$ cat config.mk
export PLATFORM = sky130hd
export DESIGN_NAME = posit_mul_seq
export DESIGN_NICKNAME = d
export VERILOG_FILES = /design/src/rtl/posit_mul_seq.sv
export SDC_FILE = /design/constraint.sdc
export NUM_CORES = 1
export LEC_CHECK = 0
export CAP_MARGIN = 20
export CORE_UTILIZATION = 61
export DETAILED_ROUTE_END_ITERATION = 10
export PLACE_DENSITY = 0.81
export RECOVER_POWER = 50
export SYNTH_ARGS = -nofsm -noshare
export SYNTH_HDL_FRONTEND = slang
export SYNTH_SLANG_ARGS = --single-unit
$ cat constraint.sdc
create_clock -name clk -period 27 [get_ports clk]
set_input_delay 4.05 -clock clk [delete_from_list [all_inputs] [get_ports clk]]
set_output_delay 4.05 -clock clk [all_outputs]
set_load 0.05 [all_outputs]
$ cat src/rtl/posit_mul_seq.sv
// Sequential posit multiplier: decodes two posit operands, multiplies their
// mantissas with a one-bit-per-cycle shift-add loop, then re-encodes the
// product with round-to-nearest-even. Latency is fixed regardless of operands.
module posit_mul_seq #(
    parameter int N  = 16,
    parameter int es = 3
) (
    input  logic         clk,
    input  logic         rst_n,
    input  logic         start,
    input  logic [N-1:0] in1,
    input  logic [N-1:0] in2,
    output logic [N-1:0] out,
    output logic         inf,
    output logic         zero,
    output logic         done,
    output logic         busy
);

    localparam int M    = N - es;
    localparam int AW   = 2 * M + 2;
    localparam int FW   = 2 * M + 1;
    localparam int BW   = N + es + 2 * M + 1;
    localparam int SMAX = 2 * (N - 2) * (2 ** es) + 2 ** (es + 1);
    localparam int SW   = $clog2(SMAX + 1) + 2;
    localparam int CW   = $clog2(M + 1);
    localparam int MAXS = (N - 2) * (2 ** es);
    localparam logic [N-1:0] NAR = {1'b1, {(N-1){1'b0}}};

    typedef enum logic [2:0] {IDLE, DECODE, MUL, PACK, DONE} state_t;

    state_t state, state_nxt;

    logic [N-1:0]          op_a, op_b;
    logic [M:0]            mant_a, mant_b;
    logic signed [SW-1:0]  scale_sum;
    logic                  sign_p, nar_p, zero_p;
    logic [AW-1:0]         acc;
    logic [CW-1:0]         cnt;

    logic signed [SW-1:0]  sc_a, sc_b;
    logic [M:0]            m_a, m_b;

    int                    p_scale, p_k, p_sh;
    logic [FW-1:0]         p_frac;
    logic                  p_rb, p_guard, p_sticky;
    logic [BW-1:0]         p_raw, p_shifted;
    logic [N-2:0]          p_body, p_mag;
    logic [N-1:0]          p_sum, pack_res;

    // Splits a posit into its total scale (regime*2^es + exponent) and a
    // mantissa with hidden bit; the regime run may consume the whole word.
    function automatic void decode(input logic [N-1:0] x,
                                   output logic signed [SW-1:0] sc,
                                   output logic [M:0] mant);
        logic [N-1:0] mag;
        logic [N-2:0] rem;
        logic         rb;
        logic         stop;
        int           run;
        int           k;
        mag  = x[N-1] ? -x : x;
        rb   = mag[N-2];
        run  = 0;
        stop = 1'b0;
        for (int i = N - 2; i >= 0; i--) begin
            if (!stop && mag[i] == rb) run++;
            else stop = 1'b1;
        end
        k    = rb ? run - 1 : -run;
        rem  = mag[N-2:0] << (run + 1);
        sc   = SW'(k * (2 ** es) + int'(rem[N-2 -: es]));
        mant = {(x != '0), rem[N-es-2:0], 1'b0};
    endfunction

    // Operand field extraction from the captured inputs.
    always_comb begin
        decode(op_a, sc_a, m_a);
        decode(op_b, sc_b, m_b);
    end

    // Normalises the product, builds the regime/exponent/fraction string,
    // rounds it to nearest-even and clamps into [minpos, maxpos].
    always_comb begin
        p_scale   = int'(scale_sum) + (acc[AW-1] ? 1 : 0);
        p_frac    = acc[AW-1] ? acc[AW-2:0] : {acc[AW-3:0], 1'b0};
        p_k       = p_scale >>> es;
        p_rb      = (p_k >= 0);
        p_sh      = p_rb ? p_k : -p_k - 1;
        p_raw     = {p_rb, ~p_rb, p_scale[es-1:0], p_frac, {(N-2){1'b0}}};
        p_shifted = $signed(p_raw) >>> p_sh;
        p_body    = p_shifted[BW-1 -: N-1];
        p_guard   = p_shifted[BW-N];
        p_sticky  = |p_shifted[BW-N-1:0];
        p_sum     = {1'b0, p_body} + {{(N-1){1'b0}}, p_guard & (p_sticky | p_body[0])};
        if (p_scale > MAXS)          p_mag = '1;
        else if (p_scale < -MAXS)    p_mag = {{(N-2){1'b0}}, 1'b1};
        else if (p_sum[N-1])         p_mag = '1;
        else if (p_sum[N-2:0] == '0) p_mag = {{(N-2){1'b0}}, 1'b1};
        else                         p_mag = p_sum[N-2:0];
        pack_res = sign_p ? -{1'b0, p_mag} : {1'b0, p_mag};
    end

    // State register.
    always_ff @(posedge clk or negedge rst_n) begin
        if (!rst_n) state <= IDLE;
        else        state <= state_nxt;
    end

    // Next-state selection plus the busy/done status decoded from state.
    always_comb begin
        state_nxt = state;
        busy      = 1'b1;
        done      = 1'b0;
        case (state)
            IDLE: begin
                busy = 1'b0;
                if (start) state_nxt = DECODE;
            end
            DECODE: state_nxt = MUL;
            MUL:    if (cnt == CW'(M)) state_nxt = PACK;
            PACK:   state_nxt = DONE;
            DONE: begin
                done      = 1'b1;
                state_nxt = IDLE;
            end
            default: state_nxt = IDLE;
        endcase
    end

    // Datapath: operand capture, decode latch, shift-add loop, result register.
    always_ff @(posedge clk or negedge rst_n) begin
        if (!rst_n) begin
            op_a      <= '0;
            op_b      <= '0;
            mant_a    <= '0;
            mant_b    <= '0;
            scale_sum <= '0;
            sign_p    <= 1'b0;
            nar_p     <= 1'b0;
            zero_p    <= 1'b0;
            acc       <= '0;
            cnt       <= '0;
            out       <= '0;
            inf       <= 1'b0;
            zero      <= 1'b0;
        end else begin
            case (state)
                IDLE: begin
                    if (start) begin
                        op_a <= in1;
                        op_b <= in2;
                    end
                end
                DECODE: begin
                    mant_a    <= m_a;
                    mant_b    <= m_b;
                    scale_sum <= sc_a + sc_b;
                    sign_p    <= op_a[N-1] ^ op_b[N-1];
                    nar_p     <= (op_a == NAR) || (op_b == NAR);
                    zero_p    <= (op_a == '0) || (op_b == '0);
                    acc       <= '0;
                    cnt       <= '0;
                end
                MUL: begin
                    if (mant_b[cnt]) acc <= acc + (AW'(mant_a) << cnt);
                    cnt <= cnt + 1'b1;
                end
                PACK: begin
                    if (nar_p)       out <= NAR;
                    else if (zero_p) out <= '0;
                    else             out <= pack_res;
                    inf  <= nar_p;
                    zero <= !nar_p && zero_p;
                end
                default: ;
            endcase
        end
    end

endmodule
# Word level (Yosys, flattened, before mapping)
# Cells that the tools add are included.
# word_totals
inputBits	35
n_memories	0
ram_bits	0
latchBits	0
reg_bits	124
rom_bits	0
elab_cells	251
out_inout_bits	20
# op_classes
bitwise_logic	4
mux	78
n_shift	4
div	0
reduce_logical	65
add_sub_neg	44
n_eq_ne	38
magnitude_cmp	4
multipliers	0
# ops
operator	count
32-bit by 2-bit adder with 32-bit output (second input constant)	27
32-bit 2-to-1 mux	27
15-bit 2-to-1 mux	6
15-bit by 32-bit << shifter with 15-bit output	2
28-bit case mux with 2 select lines	1
16-bit 2-to-1 mux	3
46-bit by 32-bit >>> shifter with 46-bit output	1
16-bit equality test (second input constant)	2
16-bit zero test	2
8-bit negation with 32-bit output	1
16-bit nonzero test	2
32-bit by 2-bit subtractor with 32-bit output (second input constant)	1
1-bit 2-to-1 mux	30
15-bit negation	2
30-bit OR reduction	1
28-bit adder	1
1-bit equality test	28
28-bit 2-to-1 mux	1
14-bit by 4-bit << shifter with 28-bit output	1
1-bit logical AND	27
27-bit 2-to-1 mux	1
1-bit zero test	25
10-bit by 4-bit adder with 10-bit output	2
15-bit by 1-bit adder with 16-bit output	1
31 further kinds	42

# Longest topological paths before layout
# Gate-level depths: netlist of the first run.
# logic_depth
word_depth	45
depth_mapped	69
ltp_nobuf	66

# Least setup slack after synthesis of the first run
# Ideal clock, no wire load.
# synth_path
kind	reg-to-reg
from	register op_b[0]
to	register scale_sum[9]
t_required_ps	26904
setup_ps	96
slack_ps	13772
stages_incl_launch_ff	69
synth_period_minus_slack_ps	13228
n_path_buf	3
t_arrival_ps	13132
path_cell_list	dfrtp_1 > clkbuf_1 > inv_1 > ha_1 > or3b_2 > o41a_1 > nor2_2 > clkbuf_1 > nor2_1 > a22oi_1 > inv_1 > ha_1 > inv_1 > o21ai_0 > ha_1 > o21a_1 > ha_1 > a31o_2 > [... 33 more ...] > nand2_1 > nor2b_1 > ha_1 > a21o_1 > a21oi_1 > o21bai_1 > a21oi_1 > o21bai_1 > a21oi_1 > o21bai_1 > a21oi_1 > xnor2_1 > or3_1 > or4_1 > o22ai_1 > or2_2 > a21oi_1 > o31ai_1
# synth_between
elab_chain_cells	45
elab_cells_between_ends	88
classes_between	19 x add/sub; 14 x eq/ne; 1 x shift; 29 x mux; 25 x reduce/logical
# synth_rtl
element	line_no	rtl
start, declared	34	logic [N-1:0] op_a, op_b;
start signal, assigned	152	op_b <= in2;
15-bit negation	62	mag = x[N-1] ? -x : x;
15-bit 2-to-1 mux *	62	
parallel branches: the longest is 41 deep, another holds 32-bit by 2-bit adder with 32-bit output	-	
10-bit by 4-bit adder with 10-bit output *	72	sc = SW'(k * (2 ** es) + int'(rem[N-2 -: es]));
10-bit adder *	158	scale_sum <= sc_a + sc_b;
end signal, assigned	158	
end, declared	36	logic signed [SW-1:0] scale_sum;
# Every way passes the cells marked *.
# A chain may end at the register's enable or synchronous reset.

# Final worst setup path of the first run
# Same ends and word-level chain as after synthesis.

==> results.sh, run 1 <==
export IMPL_path_clk_slew_ns=0.06
export IMPL_grt_antenna_before_repair=0
export IMPL_postCtsSetupBuffers=0
export IMPL_io_pins=55
export IMPL_post_dp_hpwl_um=41060
export IMPL_wl_um=55170
export IMPL_gp_congestion=0.9820
export IMPL_syn_cell_area_mm2=0.01796
export IMPL_rsz0062_at_grt="false"
export IMPL_insertedDiodeCount=0
export IMPL_ys_seq_elements=123
export IMPL_required_ns=27.24
export IMPL_start_util_pct=62.25
export IMPL_grt_max_degree=68
export IMPL_crit_buf_inv=7
export IMPL_synthFlopType="dfrtp_1"
export IMPL_drive_above_1_share_pct=8.239
export IMPL_violations="max-capacitance violations, max-slew violations"
export IMPL_slew_viol_final=247
export IMPL_outcome="complete, but fails checks"
export IMPL_worst_pin_slew_ns=3.568
export IMPL_final_cells=2775
export IMPL_rr_startpoint="op_b[0]"
export IMPL_synthDistinctLibCells=113
export IMPL_tns_ns=0
export IMPL_grt_ovfl_total=0
export IMPL_synth_area_leaders="dfrtp_1, nand2_1, xnor2_1"
export IMPL_cap_violations=5
export IMPL_root_buffer="clkbuf_16"
export IMPL_numCtsBuffers=17
export IMPL_avgSynthCellArea_um2=7.381
export IMPL_synth_edf_count=0
export IMPL_slew_limit_headroom_pct=-137.8
export IMPL_crit_path_start_kind="flip-flop"
export IMPL_initialDrtViolationCount=2446
export IMPL_die_w_um=173.6
export IMPL_cpLargestDelayFamily="compound AO/OA/AOI/OAI gates"
export IMPL_fin_crit_sh_pct=54.21
export IMPL_finClkSkew_ns=0.01210
export IMPL_setup_viol_count_final=0
export IMPL_grt_pass1_wl_um=91240
export IMPL_area_growth_pct=6.951
export IMPL_grt_pass1_vias=18050
export IMPL_fin_area_mm2=0.01921
export IMPL_async_reset_ff_share_pct=100.0
export IMPL_synth_top_cell_by_area="dfrtp_1"
export IMPL_ys_seq_area_share_pct=17.13
export IMPL_placed_cells=2742
export IMPL_yosysMostFrequentCell="nand2_1"
export IMPL_startpoint="op_b[0]"
export IMPL_final_util_pct=66.58
export IMPL_htreeDepth=4
export IMPL_path_common_cell="ha_1"
export IMPL_dieArea_mm2=0.03014
export IMPL_drc=0
export IMPL_viasPerCell=6.907
export IMPL_port_buffer_count=54
export IMPL_grt_use_total_pct=36.37
export IMPL_die_y_um=173.6
export IMPL_critPathKind="flip-flop to flip-flop"
export IMPL_ctsHoldBuffers=0
export IMPL_vias=19170
export IMPL_clk_path_buf_depth=2
export IMPL_netlist_instances=2434
export IMPL_yosys_warnings=0
export IMPL_slowest_delay_ns=0.56
export IMPL_core_area_mm2=0.02886
export IMPL_netlist_top_cells_count="nand2_1, o21ai_0, nor2_1"
export IMPL_syn_num_nets=2540
export IMPL_synth_top_area_share_pct=17.13
export IMPL_fmax_ghz=0.06832
export IMPL_wl_per_cell_um=19.88
export IMPL_ant_nets=0
export IMPL_fin_crit_ns=14.64
export IMPL_critPathMaxFanout=28
export IMPL_clkSinkCount=123
export IMPL_rows=62
export IMPL_clk_latency_ns=0.43
export IMPL_cts_tree="yes"
export IMPL_hold_path_startpoint="scale_sum[0]"
export IMPL_final_hold_viol_count=0
export IMPL_worst_path_max_delay_cell="o32ai_1"
export IMPL_hold_path_class="flip-flop to flip-flop"
export IMPL_firstDrtPassIters=6
export IMPL_cp_end_kind="flip-flop"
export IMPL_crit_arrival_ns=14.88
export IMPL_placed_area_mm2=0.01863
export IMPL_cts_resized_gates=0
export IMPL_nets=2484
==> through the flow <==
stage / hold slack, ns / setup slack, ns
after floorplan: 0.4432 / 13.77
after global placement: 0.4590 / 13.27
after detailed placement: 0.4711 / 12.70
after CTS: 0.4856 / 12.61
after global routing: 0.5114 / 11.38
final: 0.4773 / 12.36
==> kinds of logic after synthesis <==
group | share of synthesized area, %
fa+ha+maj | 5.147
xor+xnor | 8.978
compound gates | 30.49
buf+inv | 4.875
simple gates | 24.34
mux | 9.033
flops | 17.13
==> worst paths after layout <==
check                               end  slack, ns  cells after the start
max                        scale_sum[9]      12.36                     66
min                        scale_sum[0]       0.48                      2
max reg2reg                scale_sum[9]      12.36                     66
min reg2reg                scale_sum[0]       0.48                      2
max in group asynchronous       op_b[0]      17.95                      2
min in group asynchronous       acc[20]       4.82                      1
==> routing by layer <==
layer | part of all wire (%) | vias to the layer above | GRT usage, %
li1 | - | 9021 | -
met1 | 41 | 8951 | 47.38
met2 | 47 | 1012 | 60.64
met3 | 7.5 | 184 | 4.825
met4 | 3.9 | 0 | 15.17
met5 | 0 | - | 0
==> placed cells by master, fill, tap and decap left out, types with 13 or more instances in the layout <==
cell type,instances
nand2_1,284
o21ai_0,199
nor2_1,170
a21oi_1,165
dfrtp_1,123
xnor2_1,115
nand3_1,94
nor3_1,83
mux2i_1,82
ha_1,69
inv_1,64
mux2_2,60
clkdlybuf4s50_1,52
o211ai_1,40
o31ai_1,40
xor2_1,33
nand2b_1,32
or3_1,31
and3_1,30
nand4_1,29
a31oi_1,26
and2_1,26
buf_4,26
a211oi_1,25
o22ai_1,25
o21a_1,22
or2_2,19
a21o_1,19
clkbuf_16,17
nor2b_1,16
a21boi_0,15
or4_1,14
o21bai_1,13
a22o_1,13
==> worst reg2reg max path, delay by kind of cell, from the launching register on <==
kind / cells / cell delay, ns
multiplexers: 3 / 0.71
flip-flops: 1 / 0.48
AO/OA/AOI/OAI: 25 / 4.87
buffers and inverters: 7 / 0.87
AND/OR/NAND/NOR: 16 / 3.09
XOR/XNOR: 2 / 0.39
adder cells (fa/ha/maj): 13 / 4.08
==> flip-flops by register name, indices dropped and copies added (netlist names) <==
name,flops
acc,27
op_b,16
sign_p,1
out,16
cnt,4
inf,1
nar_p,1
zero_p,1
state,3
mant_a,13
scale_sum,10
zero,1
op_a,16
mant_b,13
==> final cells by class <==
type / count / area (um^2)
clock buffer: 19 / 442.9
clock inverter: 13 / 167.7
fill: 2485 / 9644
inverter: 65 / 244.0
multi-input combinational: 2086 / 14050
sequential: 123 / 3078
tap: 384 / 480.5
timing repair buffer: 85 / 748.2
Power of run 1 is not shown: default switching activity piles up to over one toggle a cycle in this logic, so the estimate is an artifact.
==> inputs of run 2 (changes only) <==
Settings changed: CORE_UTILIZATION 61 to 58.
Clock period 27 ns to 12.8 ns, I/O delays scaled along.
==> run 2 against run 1 <==
The flow still finishes with violations (max-capacitance violations, max-slew violations). Sequential cell count stayed put. First-iteration DRC count down 5.9%. Final area increased by 5.3%. Critical path type unchanged.
==> results.sh, run 2 (synthesis results as in run 1) <==
export IMPL_outcome="complete, but fails checks"
export IMPL_violations="max-capacitance violations, max-slew violations"
export IMPL_wl_per_cell_um=19.98
export IMPL_slowest_delay_ns=0.54
export IMPL_path_common_cell="ha_4"
export IMPL_gp_congestion=0.9924
export IMPL_critPathKind="flip-flop to flip-flop"
export IMPL_die_w_um=178.0
export IMPL_rr_startpoint="op_b[1]"
export IMPL_final_common_cell="nand2_1"
export IMPL_core_area_mm2=0.03051
export IMPL_setup_viol_count_final=0
export IMPL_grt_max_degree=81
export IMPL_io_pins=55
export IMPL_slew_limit_headroom_pct=-53.99
export IMPL_drive_above_1_share_pct=13.26
export IMPL_firstDrtPassIters=6
export IMPL_critPathMaxFanout=7
export IMPL_rrSetupSlack_ns=0.37
export IMPL_initialDrtViolationCount=2301
export IMPL_slew_viol_final=45
export IMPL_fin_area_mm2=0.02023
export IMPL_fin_hold_ws_ns=0.4756
export IMPL_htreeDepth=4
export IMPL_fin_crit_ns=12.43
export IMPL_final_cells=2855
export IMPL_final_hold_viol_count=0
export IMPL_port_buffer_count=54
export IMPL_multiInputGateArea_mm2=0.01447
export IMPL_grt_antenna_before_repair=0
export IMPL_finClkSkew_ns=0.009727
export IMPL_clkSinkCount=123
export IMPL_wl_um=57060
export IMPL_cts_tree="yes"
export IMPL_hold_depth=2
export IMPL_placed_cells=2798
export IMPL_largest_reg_flops=27
export IMPL_seq_area_mm2=0.003079
export IMPL_fin_crit_sh_pct=97.09
export IMPL_final_cell_mix="nand2_1, o21ai_0, nor2_1"
export IMPL_area_growth_pct=12.59
export IMPL_root_buffer="clkbuf_16"
export IMPL_path_clk_slew_ns=0.06
export IMPL_start_util_pct=58.88
export IMPL_hold_path_startpoint="inf"
export IMPL_n_fill_cell=2544
export IMPL_r2r_end="scale_sum[9]"
export IMPL_worst_pin_slew_ns=2.310
export IMPL_nets=2552
export IMPL_rows=64
export IMPL_crit_buf_inv=6
export IMPL_worst_path_max_delay_cell="or4_1"
export IMPL_hold_path_class="flip-flop to flip-flop"
export IMPL_largest_register="acc"
export IMPL_dieArea_mm2=0.03168
export IMPL_grt_pass1_wl_um=91820
export IMPL_crit_arrival_ns=12.72
export IMPL_cp_end_kind="flip-flop"
export IMPL_clk_latency_ns=0.44
export IMPL_final_util_pct=66.30
export IMPL_grt_pass1_vias=18300
export IMPL_cpLargestDelayFamily="compound AO/OA/AOI/OAI gates"
export IMPL_die_y_um=178.0
export IMPL_cap_violations=1
export IMPL_fmax_ghz=0.08046
export IMPL_vias=19630
export IMPL_drc=0
export IMPL_crit_path_start_kind="flip-flop"
export IMPL_viasPerCell=6.874
export IMPL_rr_worst_depth=62
export IMPL_numCtsBuffers=17
export IMPL_placed_area_mm2=0.01899
export IMPL_grt_use_total_pct=35.68
export IMPL_clk_path_buf_depth=2
export IMPL_insertedDiodeCount=0
export IMPL_post_dp_hpwl_um=42030
export IMPL_grt_ovfl_total=0
export IMPL_ant_nets=0
export IMPL_hold_end="inf"
export IMPL_required_ns=13.09
[run 2: per-layer routing]
layer / routed length, um / track usage [%] / part of all wire (%)
met5: 0 / 0 / 0
met4: 2520 / 17.74 / 4.4
met1: 23610 / 45.31 / 41
met3: 3944 / 5.094 / 6.9
met2: 26990 / 59.08 / 47
[run 2: cell type report]
class	instances	share of cell area, %
Clock buffer	19	2.239
Timing Repair Buffer	153	6.396
Clock inverter	13	0.9341
Inverter	65	1.206
Tap cell	396	2.450
Multi-Input combinational cell	2086	71.55
Sequential cell	123	15.22
[run 2: stage by stage]
step / TNS, ns / setup WS, ns
final: 0 / 0.3722
after global routing: -0.3041 / -0.3041
after CTS: 0 / 0.01050
after detailed placement: -0.4616 / -0.4616
after global placement: 0 / 0.08280
after floorplan: 0 / 0.02542
[run 2: worst max-delay path by stage]
stage	cells past startpoint	endpoint	startpoint	slack (ns)
finish	62	scale_sum[9]	op_b[1]	0.37
global placement	64	scale_sum[9]	op_b[1]	0.08
CTS	65	scale_sum[9]	op_b[1]	0.01
detailed placement	64	scale_sum[9]	op_b[1]	-0.46
floorplan	68	scale_sum[9]	op_b[0]	0.03
global route	66	scale_sum[9]	op_b[1]	-0.30
[run 2: tightest hold or removal path, delay by kind of cell (launching register included)]
family / cells / cell delay (ns)
simple gates: 2 / 0.10
flops: 1 / 0.34
[run 2: timing repair]
item / in CTS / in global routing
gates resized for setup: 13 / 57
buffers inserted: 3 / 21
hold buffers: 0 / 0
hold endpoints to repair: 0 / 0
pin swaps: 6 / 44
setup endpoints to repair: 1 / 2
Power of run 2 is left out for the same reason.
